==> config.mk <==
export PLATFORM = sky130hd
export DESIGN_NAME = sm3_res_serializer_flat
export DESIGN_NICKNAME = d
export VERILOG_FILES = /design/src/rtl/sm3_res_serializer_if.sv /design/src/rtl/sm3_res_serializer.sv /design/src/flat_wrapper.sv
export SDC_FILE = /design/constraint.sdc
export NUM_CORES = 1
export LEC_CHECK = 0
export CORE_MARGIN = 1.5
export CORE_UTILIZATION = 40
export CTS_CLUSTER_SIZE = 28
export DETAILED_ROUTE_END_ITERATION = 6
export PLACE_DENSITY = 0.68
export SLEW_MARGIN = 25
export SYNTH_ARGS = -nofsm -noshare
export SYNTH_HDL_FRONTEND = slang
export SYNTH_SLANG_ARGS = --single-unit
==> constraint.sdc <==
create_clock -name clk -period 32.8 [get_ports clk]
set_clock_uncertainty 0.1 [all_clocks]
set_input_delay 4.92 -clock clk [delete_from_list [all_inputs] [get_ports clk]]
set_output_delay 4.92 -clock clk [all_outputs]
set_load 0.05 [all_outputs]
==> src/rtl/sm3_res_serializer_if.sv <==
// sm3_res_serializer_if: digest capture input and beat-stream output bundle
interface sm3_res_serializer_if #(parameter int OUT_DW = 32);
  logic cmprss_otpt_vld;
  logic [255:0] cmprss_otpt_res;
  logic res_otpt_vld;
  logic res_otpt_rdy;
  logic [OUT_DW-1:0] res_otpt_d;
  logic res_otpt_lst;
  logic [2:0] res_otpt_idx;
  logic [2:0] buf_cnt;
  logic ovf;
  logic ovf_clr;
  modport master (
    output cmprss_otpt_vld, cmprss_otpt_res, res_otpt_rdy, ovf_clr,
    input res_otpt_vld, res_otpt_d, res_otpt_lst, res_otpt_idx, buf_cnt, ovf
  );
  modport slave (
    input cmprss_otpt_vld, cmprss_otpt_res, res_otpt_rdy, ovf_clr,
    output res_otpt_vld, res_otpt_d, res_otpt_lst, res_otpt_idx, buf_cnt, ovf
  );
endinterface

==> src/rtl/sm3_res_serializer.sv <==
// sm3_res_serializer: buffers 256-bit digests and streams them MSW-first as OUT_DW-bit beats
module sm3_res_serializer #(
  parameter int OUT_DW = 32,
  parameter int DEPTH = 2
) (
  input logic clk,
  input logic rst,
  sm3_res_serializer_if.slave bus
);
  localparam int BPD = 256 / OUT_DW;
  localparam int IW = $clog2(BPD);
  localparam int PW = DEPTH > 1 ? $clog2(DEPTH) : 1;
  localparam logic [PW-1:0] LAST_P = PW'(DEPTH - 1);
  typedef enum logic {IDLE, SEND} state_t;
  state_t state;
  logic [BPD-1:0][OUT_DW-1:0] slot [DEPTH];
  logic [PW-1:0] wp, rp, wp_n, rp_n;
  logic [2:0] cnt, cnt_n, idx, idx_n;
  logic [IW-1:0] sel;
  logic vld, lst, ovf, xfer, pop, push, drop;
  assign vld = state == SEND;
  assign sel = IW'(BPD - 1) - idx[IW-1:0];
  assign bus.res_otpt_vld = vld;
  assign bus.res_otpt_d = vld ? slot[rp][sel] : '0;
  assign bus.res_otpt_lst = lst;
  assign bus.res_otpt_idx = idx;
  assign bus.buf_cnt = cnt;
  assign bus.ovf = ovf;
  // A full buffer still accepts a digest when the head's last beat leaves in the same cycle
  always_comb begin
    xfer = vld & bus.res_otpt_rdy;
    pop = xfer & lst;
    push = bus.cmprss_otpt_vld & ((cnt < 3'(DEPTH)) | pop);
    drop = bus.cmprss_otpt_vld & ~push;
    cnt_n = cnt + 3'(push) - 3'(pop);
    idx_n = pop ? 3'd0 : xfer ? idx + 3'd1 : idx;
    rp_n = pop ? (rp == LAST_P ? '0 : rp + PW'(1)) : rp;
    wp_n = push ? (wp == LAST_P ? '0 : wp + PW'(1)) : wp;
  end
  // Digest storage needs no reset: an empty buffer is never read
  always_ff @(posedge clk)
    if (push) slot[wp] <= bus.cmprss_otpt_res;
  // Output FSM, pointers, occupancy and sticky overflow; next beat is valid whenever a digest remains
  always_ff @(posedge clk) begin
    if (rst) begin
      state <= IDLE;
      wp <= '0;
      rp <= '0;
      cnt <= '0;
      idx <= '0;
      lst <= 1'b0;
      ovf <= 1'b0;
    end else begin
      state <= cnt_n != 3'd0 ? SEND : IDLE;
      wp <= wp_n;
      rp <= rp_n;
      cnt <= cnt_n;
      idx <= idx_n;
      lst <= idx_n == 3'(BPD - 1);
      ovf <= drop ? 1'b1 : bus.ovf_clr ? 1'b0 : ovf;
    end
  end
endmodule

==> src/flat_wrapper.sv <==
// flat-port wrapper written by rule: the top's interface ports become plain ports
module sm3_res_serializer_flat 
#(
  parameter int OUT_DW = 32,
  parameter int DEPTH = 2
)
  (clk, rst, bus_cmprss_otpt_vld, bus_cmprss_otpt_res, bus_res_otpt_rdy, bus_ovf_clr, bus_res_otpt_vld, bus_res_otpt_d, bus_res_otpt_lst, bus_res_otpt_idx, bus_buf_cnt, bus_ovf);
  sm3_res_serializer_if #(.OUT_DW(OUT_DW)) bus_i ();
  input logic clk;
  input logic rst;
  input wire logic [$bits(bus_i.cmprss_otpt_vld)-1:0] bus_cmprss_otpt_vld;
  input wire logic [$bits(bus_i.cmprss_otpt_res)-1:0] bus_cmprss_otpt_res;
  input wire logic [$bits(bus_i.res_otpt_rdy)-1:0] bus_res_otpt_rdy;
  input wire logic [$bits(bus_i.ovf_clr)-1:0] bus_ovf_clr;
  output wire logic [$bits(bus_i.res_otpt_vld)-1:0] bus_res_otpt_vld;
  output wire logic [$bits(bus_i.res_otpt_d)-1:0] bus_res_otpt_d;
  output wire logic [$bits(bus_i.res_otpt_lst)-1:0] bus_res_otpt_lst;
  output wire logic [$bits(bus_i.res_otpt_idx)-1:0] bus_res_otpt_idx;
  output wire logic [$bits(bus_i.buf_cnt)-1:0] bus_buf_cnt;
  output wire logic [$bits(bus_i.ovf)-1:0] bus_ovf;
  assign bus_i.cmprss_otpt_vld = bus_cmprss_otpt_vld;
  assign bus_i.cmprss_otpt_res = bus_cmprss_otpt_res;
  assign bus_i.res_otpt_rdy = bus_res_otpt_rdy;
  assign bus_i.ovf_clr = bus_ovf_clr;
  assign bus_res_otpt_vld = bus_i.res_otpt_vld;
  assign bus_res_otpt_d = bus_i.res_otpt_d;
  assign bus_res_otpt_lst = bus_i.res_otpt_lst;
  assign bus_res_otpt_idx = bus_i.res_otpt_idx;
  assign bus_buf_cnt = bus_i.buf_cnt;
  assign bus_ovf = bus_i.ovf;
  sm3_res_serializer #(.OUT_DW(OUT_DW), .DEPTH(DEPTH)) u_core (.clk(clk), .rst(rst), .bus(bus_i));
endmodule
## Word-level counts from Yosys, hierarchy flattened

Memories as Yosys holds them, arrays and structs flattened. A register that Yosys moved wholly into a read port is not among the register bits.
Index checks and enable logic that the tools add are counted.

- Bits in writable memories: 512
- Output and inout port bits: 41
- Memories: 1
- Register bits: 11
- Word-level logic and storage cells: 39

- Bitwise operators: 6
- Muxes and demuxes: 14
- $add $sub $neg: 6
- Reduce and logical (&&, ||, !) cells: 2
- Eq/ne operators: 1
- Order comparisons: 2

Memory list:

| name | depth | bits a word | rd ports | clocked after memory_dff | wr ports | RTL line | RTL |
|---|---|---|---|---|---|---|---|
| u_core.slot | 2 | 256 | 1 | 1 | 1 | sm3_res_serializer.sv:16 | `logic [BPD-1:0][OUT_DW-1:0] slot [DEPTH];` |

Operator list:

| operator | number |
|---|---|
| 32-bit binary-select mux with 3-bit select | 1 |
| 32-bit two-way mux | 2 |
| 1-bit two-way mux | 9 |
| 3-bit two-way mux | 2 |
| 1-bit bitwise AND | 4 |
| 3-bit by 4-bit less-than comparator with 1-bit output, second input constant | 1 |
| 3-bit by 1-bit adder with 3-bit output | 1 |
| 3-bit by 1-bit adder with 3-bit output, second input constant | 1 |
| 3-bit == test, second input constant | 1 |
| 3-bit by 2-bit less-than comparator with 1-bit output, second input constant | 1 |
| 3-bit nonzero test | 1 |
| 3-bit by 1-bit subtractor with 3-bit output | 1 |
| 3-bit subtractor, first input constant | 1 |
| 1-bit adder, second input constant | 2 |
| 2-bit nonzero test | 1 |
| 1-bit inverter | 1 |
| 1-bit OR | 1 |

## Logic depth before layout (Yosys ltp)

Gate-level depths: netlist of run 1.

- Depth in word-level cells: 8
- Gate-level depth with buffers: 8

## Least setup slack after synthesis of run 1

OpenSTA, ideal clock, no wires.

- Path type: input-to-reg
- From: input bus_res_otpt_rdy
- To: memory u_core.slot[0][0] (netlist bit) (enable)
- Slack: 15878 ps
- Data required time: 31822 ps
- Stages: 4
- Arrival time: 15944 ps
- Setup time: 878 ps
- Cell sequence: and3_1 -> clkbuf_1 -> o21ai_1 -> nor2_1

- Longest elaborated chain between the ends: 6

Ends and longest elaborated chain:

| element | RTL line | RTL |
|---|---|---|
| from (decl) | flat_wrapper.sv:13 | `input wire logic [$bits(bus_i.res_otpt_rdy)-1:0] bus_res_otpt_rdy;` |
| 1-bit bitwise AND | sm3_res_serializer.sv:31 | `xfer = vld & bus.res_otpt_rdy;` |
| 1-bit bitwise AND | sm3_res_serializer.sv:32 | `pop = xfer & lst;` |
| named net u_core.pop | sm3_res_serializer.sv:20 | `logic vld, lst, ovf, xfer, pop, push, drop;` |
| 1-bit OR | sm3_res_serializer.sv:33 | `push = bus.cmprss_otpt_vld & ((cnt < 3'(DEPTH)) \| pop);` |
| 1-bit bitwise AND | sm3_res_serializer.sv:33 |  |
| 1-bit two-way mux | sm3_res_serializer.sv:42 | `if (push) slot[wp] <= bus.cmprss_otpt_res;` |
| 1-bit two-way mux (implied by the code) | sm3_res_serializer.sv:42 |  |
| to (decl) | sm3_res_serializer.sv:16 |  |

The timed path passes the listed nets, and every way through them passes these cells.

==> key figures, run 1 <==
Run status
  • Outcome: complete, no violations

Floorplan
  • Core area: 50,300 um^2
  • Die width: 229 um
  • # IOs: 302
  • Initial Util: 0.407
  • Die ar.: 52,500 um^2
  • FP Rows: 82
  • Chip height: 229 um

Detailed routing
  • Initial DRC count: 983
  • Met2 WL: 23,100 um
  • Initial DRT Pass Iterations: 5
  • Met3 Wirelength: 3080 um
  • Final wirelength: 49,200 um
  • Top routing layer used: met5
  • Via Count: 11,100
  • DRC viols: 0
  • Per-cell routed wire length: 22.9 um
  • Via density per instance: 5.20
  • Met1 wire length: 21,900 um
  • Antenna-violating nets left: 0

STA
  • Final min period: 9.88 ns
  • Max-slew headroom: 0.333
  • Tcrit/Tclk final: 0.301
  • Slew Limit Fails: 0
  • Max Freq: 101 MHz
  • Final hold slack: 0.434 ns
  • Fin. Hold Viols: 0
  • RSZ-0062 raised after global routing: false
  • Worst slew pin tran: 1.00 ns
  • # setup viols final: 0
  • TNS Setup: 0 ns

Critical path
  • Setup CP Type: reg2out
  • Reg2Reg Setup Slack: 30.01 ns
  • Crit end category: output port
  • Crit path top cell by count: buf_4
  • Req. time, crit path: 27.78 ns
  • Critical Path Start Type: flip-flop
  • R2R cell count: 6
  • CP max stage cell: buf_4
  • Crit-path cells: buf_4, buf_4, mux2i_1, a22oi_1, nand3_1, nand2_1, clkdlybuf4s50_1
  • CP peak stage delay: 0.91 ns
  • CP arrival: 4.86 ns
  • CP max FO: 56

Layout
  • Fin util: 0.511
  • Area growth syn-to-layout: 25.8%
  • Final #Nets: 1,693
  • Layout cell share with drive strength beyond 1: 0.0677

Yosys
  • Flops & latches, synth: 524
  • Synth Cell Area: 20,400 um^2
  • Most frequent cell after synthesis: edfxtp_1
  • Unique masters post-synth: 29
  • Post-synth top cells: edfxtp_1 (512), mux2i_1 (257), a22oi_1 (129)
  • Syn Nets: 1,384
  • Synthesized area per cell: 18.3 um^2
  • Synth top area cells: edfxtp_1 (75%), mux2i_1 (13%), a22oi_1 (4.7%), nand3_1 (1.6%), dfxtp_1 (1.2%)
  • Ys Warns: 0
  • Synth top area share: 0.752
  • Synth async-reset ratio: 0
  • Post-synthesis cell count: 1,118
  • Post-synth top area cell: edfxtp_1
  • Post-synth EDFFs: 512
  • Primary FF master, synth: edfxtp_1
  • Sequential share of the synthesized area: 0.764

Power and ir drop
  • Combinational share of power: 0.203
  • P_sw: 0.538 mW
  • Switching Share: 0.279
  • Part of the power in registers: 0.495
  • Peak VDD IR: 65.3 uV
  • Clk network pwr share: 0.301
  • PD cells: 75.0 nW/um^2
  • Int Pwr: 1.39 mW
  • Leakage Power: 7.99 nW

Clocking
  • Longest Clk Path Bufs: 3
  • Post-CTS Setup Inserts: 0
  • Skew-Pair Late Insertion Delay: 0.59 ns
  • CTS tree: done
  • CTS Hold Bufs: 0
  • Clock transition at the registers of the reported paths: 0.06 ns
  • # H-tree levels: 2
  • Post-CTS resize count: 0
  • Cts bufs inserted: 53
  • Root Driver: clkbuf_16
  • CTS sink count: 524

Placement
  • Routability cong.: 0.798
  • HPWL Detailed: 30,100 um
  • PortBufs: 301

Worst hold path
  • Hold Crit Depth: 2
  • Worst Hold Class: reg2reg

GRT
  • First-pass GRT wire length: 72,100 um
  • Total GRT Usage: 0.185
  • Vias in the first global route: 11,300
  • Largest net degree at the start of global routing: 183
  • Grt ovf: 0
  • Initial antenna violation count: 11

Run
  • Number of max-cap violations: 0
registers in the layout, summed over array words and instances, names as in the netlist, named ones only:
signal                   flops
u_core.bus.res_otpt_vld      1
u_core.bus.res_otpt_idx      3
u_core.slot                512
u_core.wp                    1
u_core.bus.buf_cnt           3
u_core.bus.ovf               1
u_core.bus.res_otpt_lst      1
u_core.rp                    1
worst paths after layout:
kind                                      startpoint                           end
setup reg to reg  u_core.bus.res_otpt_lst$_SDFF_PP0_  u_core.slot[1][22]$_DFFE_PP_
hold / removal                u_core.rp$_SDFFE_PP0P_                     flip-flop
setup / recovery                           flip-flop            bus_res_otpt_d[13]
hold reg to reg               u_core.rp$_SDFFE_PP0P_                     flip-flop
stage by stage:
step / instance area, um^2 / setup slack (ns) / cells / total power [mW]
after floorplan: 20400 / 15.88 / 1118 / 1.26
after global placement: 23900 / 23.43 / 2040 / 1.35
after detailed placement: 24000 / 23.37 / 2042 / 1.36
after CTS: 25600 / 22.72 / 2132 / 1.94
after global routing: 25700 / 22.61 / 2141 / 2.01
final: 25700 / 22.92 / 2143 / 1.93
power groups by stage:
stage	logic, mW	clock network, mW	registers (mW)
3_5_place_dp	0.390	0	0.972
3_3_place_gp	0.382	0	0.966
5_1_grt	0.424	0.618	0.966
4_1_cts	0.391	0.594	0.958
6_report	0.392	0.581	0.955
2_1_floorplan	0.222	0	1.04
per-layer routing:
metal	global-route usage	vias to the layer above
met4	0.0641	6
met5	0	-
li1	-	5092
met3	0.0416	71
met2	0.285	346
met1	0.259	5622
critical path, delay by kind of cell, from the launching register on:
kind | cells | cell delay, ns
AO/OA/AOI/OAI | 1 | 0.22
buffers and inverters | 3 | 2.53
flip-flops | 1 | 0.76
multiplexers | 1 | 0.18
AND/OR/NAND/NOR | 2 | 0.46
cell type report:
| cell class | count | area [um^2] |
|---|---|---|
| Sequential cell | 524 | 15600 |
| Antenna cell | 9 | 22.5 |
| Timing Repair Buffer | 319 | 3250 |
| Inverter | 6 | 22.5 |
| Clock inverter | 19 | 170 |
| Fill cell | 4109 | 24600 |
| Tap cell | 672 | 841 |
| Multi-Input combinational cell | 523 | 4290 |
| Clock buffer | 71 | 1500 |
cells by family after synthesis:
| logic type | synth area share |
|---|---|
| AO/OA/AOI/OAI | 0.0490 |
| XOR/XNOR | 0.00129 |
| adder cells (fa/ha/maj) | 0.00343 |
| buffers and inverters | 0.0285 |
| flip-flops | 0.764 |
| multiplexers | 0.126 |
| AND/OR/NAND/NOR | 0.0283 |
layout by cell type, fill, tap and decap left out, types with 10 or more instances in the layout:
cell / count
edfxtp_1: 512
clkdlybuf4s50_1: 301
mux2i_1: 257
a22oi_1: 129
nand3_1: 65
clkbuf_16: 55
nand2_1: 33
nor2_1: 11
dfxtp_1: 11
clkbuf_1: 10
Note: power is estimated with default switching activity, not from simulation.
==> run 2: changes to the inputs <==
--- a/config.mk
+++ b/config.mk
@@ -9,7 +9,7 @@
 export CORE_UTILIZATION = 40
 export CTS_CLUSTER_SIZE = 28
 export DETAILED_ROUTE_END_ITERATION = 6
-export PLACE_DENSITY = 0.68
+export PLACE_DENSITY = 0.7
 export SLEW_MARGIN = 25
 export SYNTH_ARGS = -nofsm -noshare
 export SYNTH_HDL_FRONTEND = slang
==> constraint.sdc (replaced) <==
create_clock -name clk -period 9 [get_ports clk]
set_clock_uncertainty 0.1 [all_clocks]
set_input_delay 1.35 -clock clk [delete_from_list [all_inputs] [get_ports clk]]
set_output_delay 1.35 -clock clk [all_outputs]
set_load 0.05 [all_outputs]
==> run 2 against run 1 <==
Compared with the run above:
- worst hold slack got worse by 0.022 ns
- flip-flop and latch count is the same
- count of clock-buffer cells in the layout decreased by 3
==> key figures, run 2 (synthesis gave the netlist of run 1 again) <==
STA
  • Tcrit/Tclk final: 0.619
  • TNS Setup: 0 ns
  • Final min period: 5.57 ns
  • Worst slew pin tran: 1.20 ns
  • Max-slew headroom: 0.203
  • RSZ-0062 raised after global routing: false
  • # setup viols final: 0
  • Slew Limit Fails: 0
  • Max Freq: 180 MHz
  • Fin. Hold Viols: 0

Run
  • Number of max-cap violations: 0

Detailed routing
  • Per-cell routed wire length: 23.1 um
  • Met1 wire length: 22,500 um
  • Via density per instance: 5.16
  • Initial DRC count: 889
  • Antenna-violating nets left: 0
  • Via Count: 11,100
  • Final wirelength: 49,700 um
  • Top routing layer used: met5
  • Met2 WL: 23,000 um
  • Initial DRT Pass Iterations: 5
  • DRC viols: 0
  • Met3 Wirelength: 3120 um

Run status
  • Outcome: complete, no violations

Power and ir drop
  • PD cells: 276 nW/um^2
  • Pwr Total: 7.11 mW
  • Leakage Power: 7.99 nW
  • Peak VDD IR: 316 uV

GRT
  • Total GRT Usage: 0.187
  • Initial antenna violation count: 19
  • First-pass GRT wire length: 73,000 um
  • Largest net degree at the start of global routing: 160
  • Vias in the first global route: 11,400
  • Grt ovf: 0

Layout
  • Max reg flops: 512
  • Most common cell after layout, fill and taps aside: edfxtp_1
  • Commonest cells after routing, fill and taps aside: edfxtp_1 (512), clkdlybuf4s50_1 (301), mux2i_1 (257)
  • Layout cell share with drive strength beyond 1: 0.0701
  • Largest register by flop count: u_core.slot
  • Filler instances: 4,117
  • Area growth syn-to-layout: 26.0%
  • Final #Nets: 1,690

Clocking
  • Clock transition at the registers of the reported paths: 0.06 ns
  • CTS tree: done
  • Post-CTS resize count: 0
  • Post-CTS Setup Inserts: 0
  • # H-tree levels: 2
  • Longest Clk Path Bufs: 3
  • Root Driver: clkbuf_16
  • Skew-Pair Late Insertion Delay: 0.59 ns
  • Cts bufs inserted: 55
  • CTS sink count: 524
  • CTS Hold Bufs: 0

Placement
  • PortBufs: 301
  • Routability cong.: 0.787
  • HPWL Detailed: 30,500 um

Floorplan
  • FP Rows: 82
  • Die ar.: 52,500 um^2
  • Chip height: 229 um
  • Initial Util: 0.407
  • Die width: 229 um
  • Core area: 50,300 um^2
  • # IOs: 302

Critical path
  • CP max FO: 130
  • Reg2Reg Setup Slack: 5.82 ns
  • Setup CP Type: reg2out
  • CP arrival: 4.12 ns
  • Critical Path Start Type: flip-flop
  • Req. time, crit path: 7.55 ns
  • Crit end category: output port

Worst hold path
  • Worst Hold Class: reg2reg
==> run 2: worst max-delay path: stages (launching register included) <==
cell and delay [ns]:
dfxtp_4 0.80, buf_12 0.67, mux2i_1 0.22, a22oi_1 0.39, nand3_1 0.12, nand2_1 0.19, clkdlybuf4s50_1 0.84
==> run 2: worst paths after layout <==
path,depth (start not counted),end,from
worst max-delay path,6,bus_res_otpt_d[0],flip-flop
worst min-delay path,2,flip-flop,u_core.rp$_SDFFE_PP0P_
worst max register to register,5,u_core.slot[1][133]$_DFFE_PP_,u_core.bus.res_otpt_vld$_SDFF_PP0_
worst min register to register,2,flip-flop,u_core.rp$_SDFFE_PP0P_
==> run 2: cell type report <==
class	instances	area (um^2)	share of cell area
timing repair buffer	314	3200	0.124
inverter	6	22.5	0.000874
multi-input combinational	523	4290	0.167
tap	672	841	0.0326
clock buffer	68	1460	0.0565
antenna	8	20.0	0.000777
clock inverter	34	310	0.0120
sequential	524	15600	0.606
==> run 2: power by group <==
group	switching [mW]	internal [mW]	total, mW
Clock	0.917	1.29	2.21
Sequential	0.128	3.37	3.49
Combinational	0.958	0.452	1.41
Total	2.00	5.11	7.11
==> run 2: routing by layer <==
layer | global-route usage | up-vias
met4 | 0.0633 | 14
met3 | 0.0406 | 76
li1 | - | 5102
met5 | 0 | -
met2 | 0.289 | 310
met1 | 0.263 | 5584
==> run 2: stage by stage <==
stage | hold slack, ns | util | setup WS (ns) | area, um^2 | std cells
2_1_floorplan | 0.381 | - | 0.572 | 20500 | 1118
3_3_place_gp | 0.401 | 0.476 | 4.19 | 23900 | 2037
3_5_place_dp | 0.408 | 0.476 | 4.19 | 23900 | 2038
4_1_cts | 0.408 | 0.511 | 3.53 | 25700 | 2140
5_1_grt | 0.441 | 0.512 | 3.34 | 25800 | 2147
6_report | 0.412 | 0.512 | 3.43 | 25800 | 2149
